<file path="config.mk">
export PLATFORM = sky130hd
export DESIGN_NAME = ahb_blockram_port
export DESIGN_NICKNAME = d
export VERILOG_FILES = /design/src/rtl/ahb_blockram_port.sv
export SDC_FILE = /design/constraint.sdc
export NUM_CORES = 1
export LEC_CHECK = 0
export CAP_MARGIN = 30
export CORE_UTILIZATION = 27
export DETAILED_ROUTE_END_ITERATION = 8
export GPL_ROUTABILITY_DRIVEN = 0
export PLACE_DENSITY = 0.84
export SETUP_SLACK_MARGIN = 0.5
export SYNTH_ARGS = -nofsm -noshare
export SYNTH_HDL_FRONTEND = slang
export SYNTH_SLANG_ARGS = --single-unit
</file>
<file path="constraint.sdc">
create_clock -name HCLK -period 2 [get_ports HCLK]
set_clock_uncertainty 0.05 [all_clocks]
set_input_delay 0.2 -clock HCLK [delete_from_list [all_inputs] [get_ports HCLK]]
set_output_delay 0.2 -clock HCLK [all_outputs]
set_load 0.005 [all_outputs]
</file>
<file path="src/rtl/ahb_blockram_port.sv">
// AHB-Lite slave front end driving the write port and registered read port of a byte-enable block RAM.
// Latency: writes have no wait state; read data arrives after 1 cycle, or 2 cycles on a read-after-write hazard to the same word.
// Backpressure: HREADYOUT drops for one cycle on a hazard stall and on the first cycle of an ERROR response.
module ahb_blockram_port #(
  parameter int MEM_ADDR_WIDTH = 14
) (
  input  logic                      HCLK,
  input  logic                      HRESETn,
  input  logic                      HSEL,
  input  logic [31:0]               HADDR,
  input  logic [1:0]                HTRANS,
  input  logic [2:0]                HSIZE,
  input  logic                      HWRITE,
  input  logic                      HREADY,
  input  logic [31:0]               HWDATA,
  output logic                      HREADYOUT,
  output logic                      HRESP,
  output logic [31:0]               HRDATA,
  output logic [MEM_ADDR_WIDTH-1:0] ram_addr_in,
  output logic [3:0]                ram_size_decode,
  output logic [31:0]               ram_wdata,
  output logic [MEM_ADDR_WIDTH-1:0] ram_addr_out,
  input  logic [31:0]               ram_rdata
);

  typedef enum logic [2:0] {
    S_IDLE     = 3'd0,
    S_WR       = 3'd1,
    S_RD       = 3'd2,
    S_RD_STALL = 3'd3,
    S_ERR1     = 3'd4,
    S_ERR2     = 3'd5
  } state_t;

  state_t                    r_state;
  state_t                    w_next;
  logic [MEM_ADDR_WIDTH-1:0] r_addr;
  logic [3:0]                r_mask;

  logic [MEM_ADDR_WIDTH-1:0] w_haddr_word;
  logic                      w_accept;
  logic                      w_can_accept;
  logic                      w_take;
  logic                      w_hazard;
  logic                      w_err;
  logic [3:0]                w_mask;
  logic                      w_unused_bits;

  assign w_haddr_word = HADDR[MEM_ADDR_WIDTH+1:2];
  assign w_accept     = HSEL & HREADY & HTRANS[1];

  // RD_STALL and ERR1 always advance; a new address phase is only taken when a data phase can end.
  assign w_can_accept = (r_state == S_IDLE) || (r_state == S_WR) ||
                        (r_state == S_RD)   || (r_state == S_ERR2);
  assign w_take       = w_accept & w_can_accept;

  // A read of the word being written this cycle would see pre-write RAM contents.
  assign w_hazard     = (r_state == S_WR) && !HWRITE && (w_haddr_word == r_addr);

  // Address bits above the RAM and the SEQ/NONSEQ distinction do not affect this port.
  assign w_unused_bits = ^{HADDR[31:MEM_ADDR_WIDTH+2], HTRANS[0]};

  // Write address is the latched word; the lane mask gates whether anything is written.
  assign ram_addr_in = r_addr;

  // Byte-lane mask and alignment check for the current address phase.
  always_comb begin
    w_mask = 4'b0000;
    w_err  = 1'b0;
    case (HSIZE)
      3'd0: begin
        w_mask = 4'b0001 << HADDR[1:0];
      end
      3'd1: begin
        w_mask = HADDR[1] ? 4'b1100 : 4'b0011;
        w_err  = HADDR[0];
      end
      3'd2: begin
        w_mask = 4'b1111;
        w_err  = |HADDR[1:0];
      end
      default: begin
        w_err  = 1'b1;
      end
    endcase
  end

  // Next-state selection for the data phase that follows the current edge.
  always_comb begin
    w_next = r_state;
    case (r_state)
      S_RD_STALL: w_next = S_RD;
      S_ERR1:     w_next = S_ERR2;
      default: begin
        if (w_take) begin
          if (w_err) begin
            w_next = S_ERR1;
          end else if (HWRITE) begin
            w_next = S_WR;
          end else if (w_hazard) begin
            w_next = S_RD_STALL;
          end else begin
            w_next = S_RD;
          end
        end else begin
          w_next = S_IDLE;
        end
      end
    endcase
  end

  // Bus response, RAM strobes and read address driven from the current state.
  always_comb begin
    HREADYOUT       = 1'b1;
    HRESP           = 1'b0;
    HRDATA          = 32'h0;
    ram_size_decode = 4'b0000;
    ram_wdata       = 32'h0;
    ram_addr_out    = w_haddr_word;
    case (r_state)
      S_WR: begin
        ram_size_decode = r_mask;
        ram_wdata       = HWDATA;
      end
      S_RD: begin
        HRDATA = ram_rdata;
      end
      S_RD_STALL: begin
        HREADYOUT    = 1'b0;
        ram_addr_out = r_addr;
      end
      S_ERR1: begin
        HREADYOUT = 1'b0;
        HRESP     = 1'b1;
      end
      S_ERR2: begin
        HRESP = 1'b1;
      end
      default: begin
        HREADYOUT = 1'b1;
      end
    endcase
  end

  // State register; reset drops any write whose data phase is in flight.
  always_ff @(posedge HCLK or negedge HRESETn) begin
    if (!HRESETn) begin
      r_state <= S_IDLE;
    end else begin
      r_state <= w_next;
    end
  end

  // Address-phase fields captured only when a transfer is taken.
  always_ff @(posedge HCLK or negedge HRESETn) begin
    if (!HRESETn) begin
      r_addr <= '0;
      r_mask <= 4'b0000;
    end else if (w_take) begin
      r_addr <= w_haddr_word;
      r_mask <= w_mask;
    end
  end

endmodule

</file>
Word-level counts from Yosys, hierarchy flattened
Cells that the tools add are included.
Cells by class
  eq/ne operators: 8
  shift operators: 1
  multiplexer cells: 14
  bitwise gates (word level): 3
  reductions and logical operators: 11
Operator list (count)
  2-to-1 mux 32 bit: 2
  equality test 14 bit: 1
  2-to-1 mux 14 bit: 1
  one-hot mux 4 bit (3 select lines): 1
  equality test 3 x 2 -> 1 bit (second input constant): 3
  2-to-1 mux 4 bit: 2
  equality test 3 x 1 -> 1 bit (second input constant): 2
  equality test 3 bit (second input constant): 2
  logical NOT 3 bit: 2
  2-to-1 mux 3 bit: 2
  one-hot mux 3 bit (2 select lines): 1
  OR reduction 2 bit: 3
  << shifter 1 x 2 -> 4 bit (first input constant): 1
  AND 1 bit: 3
  logical OR 1 bit: 3
  2-to-1 mux 1 bit: 3
  one-hot mux 1 bit (3 select lines): 1
  logical AND 1 bit: 2
  2-to-1 mux 2 bit: 1
  logical NOT 1 bit: 1
Storage, ports and cells
  register bits: 21
  bits of input ports: 106
  output and inout bits: 98
  word-level logic and storage cells: 40

Longest topological paths before layout
  word-level depth: 8
  depth in mapped cells: 5
  mapped depth without buffers: 4

Worst setup path before layout
Ideal clock, no wire load.
  path kind: register -> register
  start: register r_state[2]
  end: register r_state[0]
  setup time: 79 ps
  arrival time: 1461 ps
  required time: 1871 ps
  setup slack: 410 ps
  cell stages (with the launch flop): 5
  buffers on the path: 0
  period minus slack after synthesis: 1590 ps
  cell sequence: dfrtp_1 -> nor3b_4 -> nand4_1 -> or4_1 -> a2bb2oi_1
On the way
  longest elaborated chain between the ends: 8
  elaborated cells between the ends (all ways): 17
  classes of those cells: eq/ne: 5; mux: 5; bitwise: 1; reduce/logical: 6
Ends and longest elaborated chain
  start, declared: line 35  | state_t r_state;
  start signal, assigned: line 150  | r_state <= w_next;
  equality test 3 x 1 -> 1 bit: line 53, 58
  logical AND 1 bit (2 in a row): line 58  | assign w_hazard = (r_state == S_WR) && !HWRITE && (w_haddr_word == r_addr);
  2-to-1 mux 1 bit: line 100  | end else if (w_hazard) begin
  2-to-1 mux 2 bit: line 98  | end else if (HWRITE) begin
  2-to-1 mux 3 bit: line 96  | if (w_err) begin
  2-to-1 mux 3 bit: line 95  | if (w_take) begin
  one-hot mux 3 bit (2 select lines) (*): line 91  | case (r_state)
  net w_next[0]: line 36  | state_t w_next;
Mark *: on every way through the listed nets, which the timed path passes. The rest lies on a longest branch.
A chain may end at the register's enable or synchronous reset.

Worst setup path after layout
  start: register r_state[0]
  end: output port ram_size_decode[0]
On the way
  longest elaborated chain between the ends: 2
Ends and longest elaborated chain
  equality test 3 x 1 -> 1 bit: line 120  | case (r_state)
  2-to-1 mux 4 bit: line 120
  end, declared: line 20  | output logic [3:0] ram_size_decode,
No other way between the ends.

==> flow_summary.json <==
{
  "num_io_pins": 204,
  "ant_nets": 0,
  "worst_slew_pin_slew_ns": 0.280,
  "cts_hold_buffers": 0,
  "relSlewSlack": 0.813,
  "arrival_ns": 1.73,
  "synth_seq_area_share": 0.316,
  "power.leakage_uw": 0.00211,
  "path_clk_slew_ns": 0.09,
  "place_ws_ns": 0.158,
  "grt_max_degree": 22,
  "antenna_found_initial": 0,
  "nets": 515,
  "wire_per_inst_um": 16.8,
  "dieArea_um2": 6480,
  "die_width_um": 80.5,
  "hold_viol_final": 0,
  "cts_tree": "built",
  "powerDensity_nw_per_um2": 778,
  "cts_buffers": 3,
  "cts-root-buf": "clkbuf_8",
  "dpl.hpwl_mm": 4.92,
  "drt-initial-drc-count": 17,
  "fmax_mhz": 506,
  "start_util": 0.281,
  "timing.final.crit_period_ns": 1.98,
  "holdWs_ns": 0.223,
  "cts_buffer_depth": 2,
  "final-instance-count-excl-fill": 483,
  "fillers": 390,
  "vdd_drop_max_v": 0.000598,
  "synth.top_cell.area_share": 0.316,
  "ys_types": 28,
  "setup_viol": 0,
  "final.setup.worst_slack_ns": 0.0232,
  "ys_warn_count": 0,
  "drt_first_pass_iters": 4,
  "grt_overflow": 0,
  "synthCells": 179,
  "drive_gt1_frac": 0.547,
  "rows": 28,
  "max_cap_viol_count": 0,
  "area_growth_syn_to_layout_pct": 175,
  "crit_required_ns": 1.75,
  "ctsHtreeMaxLevel": 1,
  "netlist_area_um2": 1660,
  "clk_latency_ns": 0.27,
  "track_usage": 0.216,
  "antennaDiodeCount": 0,
  "cp-start-kind": "flop",
  "portBuffers": 186,
  "synth.most_common_cell": "and2_1",
  "holdCritPathClass": "in -> async",
  "status": "complete, no violations",
  "wirelength_mm": 8.13,
  "first_global_vias": 2089,
  "synth.area.top_cells": "dfrtp_1, and2_1, mux2_2",
  "endpoint_kind": "primary output",
  "synthFlopType": "dfrtp_1",
  "dr_total_vias": 2223,
  "syn_avg_cell_area_um2": 9.30,
  "clock_sinks": 21,
  "die_h_um": 80.5,
  "viasPerCell": 4.60,
  "rsz0062_at_grt": "true",
  "placed_cells": 437,
  "synth_largest_area_cell": "dfrtp_1",
  "ys_async_sr_fraction": 1.00,
  "crit_type": "reg -> out",
  "core-area_um2": 5920,
  "syn-num-nets": 285,
  "synth_seq_cells": 21,
  "ys_top_cells_by_count": "and2_1, mux2_2, dfrtp_1",
  "finalCritPeriodShare": 0.988,
  "final_max_slew_viol_count": 0,
  "synth_edf_count": 0,
  "grt_pass1_wl_mm": 10.7,
  "cp_max_fo": 4,
  "drc_errors": 0
}
## worst max-delay path, cell delays in order, from the launching register on
cell,delay [ns]
dfrtp_1,0.43
nor3b_4,0.17
buf_6,0.12
buf_6,0.12
buf_12,0.12
buf_12,0.12
buf_16,0.12
and2_4,0.15
buf_6,0.11
## per-layer routing
| layer | routed length (µm) | global-route usage | vias to the layer above |
|---|---|---|---|
| met5 | 0 | 0 | - |
| met1 | 3280 | 0.251 | 1049 |
| met4 | 182 | 0.0554 | 0 |
| met3 | 574 | 0.0477 | 14 |
| met2 | 4090 | 0.395 | 104 |
| li1 | - | - | 1056 |
## metrics by stage
stage | total power (µW) | cell area [µm²] | TNS (ns) | util
floorplan | 1340 | 1660 | 0 | -
global placement | 2270 | 3670 | 0 | 0.620
detailed placement | 2300 | 3670 | 0 | 0.620
CTS | 3150 | 4170 | 0 | 0.704
global route | 3740 | 4570 | -0.0712 | 0.772
finish | 3550 | 4570 | 0 | 0.772
## registers in the layout, summed over array words and instances (netlist names)
signal and count:
r_mask 4, ram_addr_in 14, r_state 3
## final timing paths
path                             from                  to  slack [ns]  cells past startpoint
max in group asynchronous     HRESETn          r_state[1]        1.43                      2
min in group HCLK           r_mask[1]           r_mask[1]        0.45                      2
max                        r_state[0]  ram_size_decode[0]        0.02                      8
max reg2reg                r_state[2]          r_state[0]        0.09                      9
min                           HRESETn     ram_addr_in[11]        0.22                      2
min reg2reg                 r_mask[1]           r_mask[1]        0.45                      2
## what timing repair did
action / in CTS / in global routing
setup endpoints to repair: 98 / 106
pin swaps: 24 / 16
gates resized for setup: 336 / 151
hold endpoints to repair: 0 / 0
gates cloned: 7 / 1
buffers inserted: 28 / 6
## cells in the final DEF (no fill, tap or decap), drive strengths merged, types with 2 or more instances in the layout
| cell type | n |
|---|---|
| nand2 | 4 |
| nand4 | 4 |
| inv | 2 |
| nor3b | 2 |
| dfrtp | 21 |
| xnor2 | 14 |
| buf | 116 |
| o21ai | 4 |
| clkdlybuf4s15 | 9 |
| a21oi | 2 |
| clkdlybuf4s50 | 102 |
| nor2 | 6 |
| mux2 | 28 |
| nor2b | 2 |
| and2 | 68 |
| clkbuf | 8 |
## logic make-up (layout without fill, tap and decap cells)
| group | Yosys count | after routing | synth area share |
|---|---|---|---|
| AO/OA/AOI/OAI | 13 | 13 | 0.0534 |
| AND/OR/NAND/NOR | 91 | 91 | 0.335 |
| XOR/XNOR | 14 | 14 | 0.0737 |
| buffers and inverters | 11 | 240 | 0.0263 |
| flip-flops | 21 | 21 | 0.316 |
| multiplexers | 29 | 29 | 0.195 |
## power breakdown
part	switching [µW]	internal [µW]	total, µW	leakage, µW
combinational	719	1720	2440	0.00183
clock	153	139	292	0.0000255
sequential	215	609	824	0.000255
total	1090	2470	3550	0.00211
## final cells by class
cell class	count	area, µm²	area share
clock inverters	1	5.00	0.00110
repair buffers	234	2570	0.562
well taps	75	93.8	0.0205
multi-input cells	147	1320	0.289
clock buffers	3	41.3	0.00904
inverters	2	10.0	0.00219
flip-flops and latches	21	528	0.116
No activity file was read; power rests on OpenSTA's default activity.
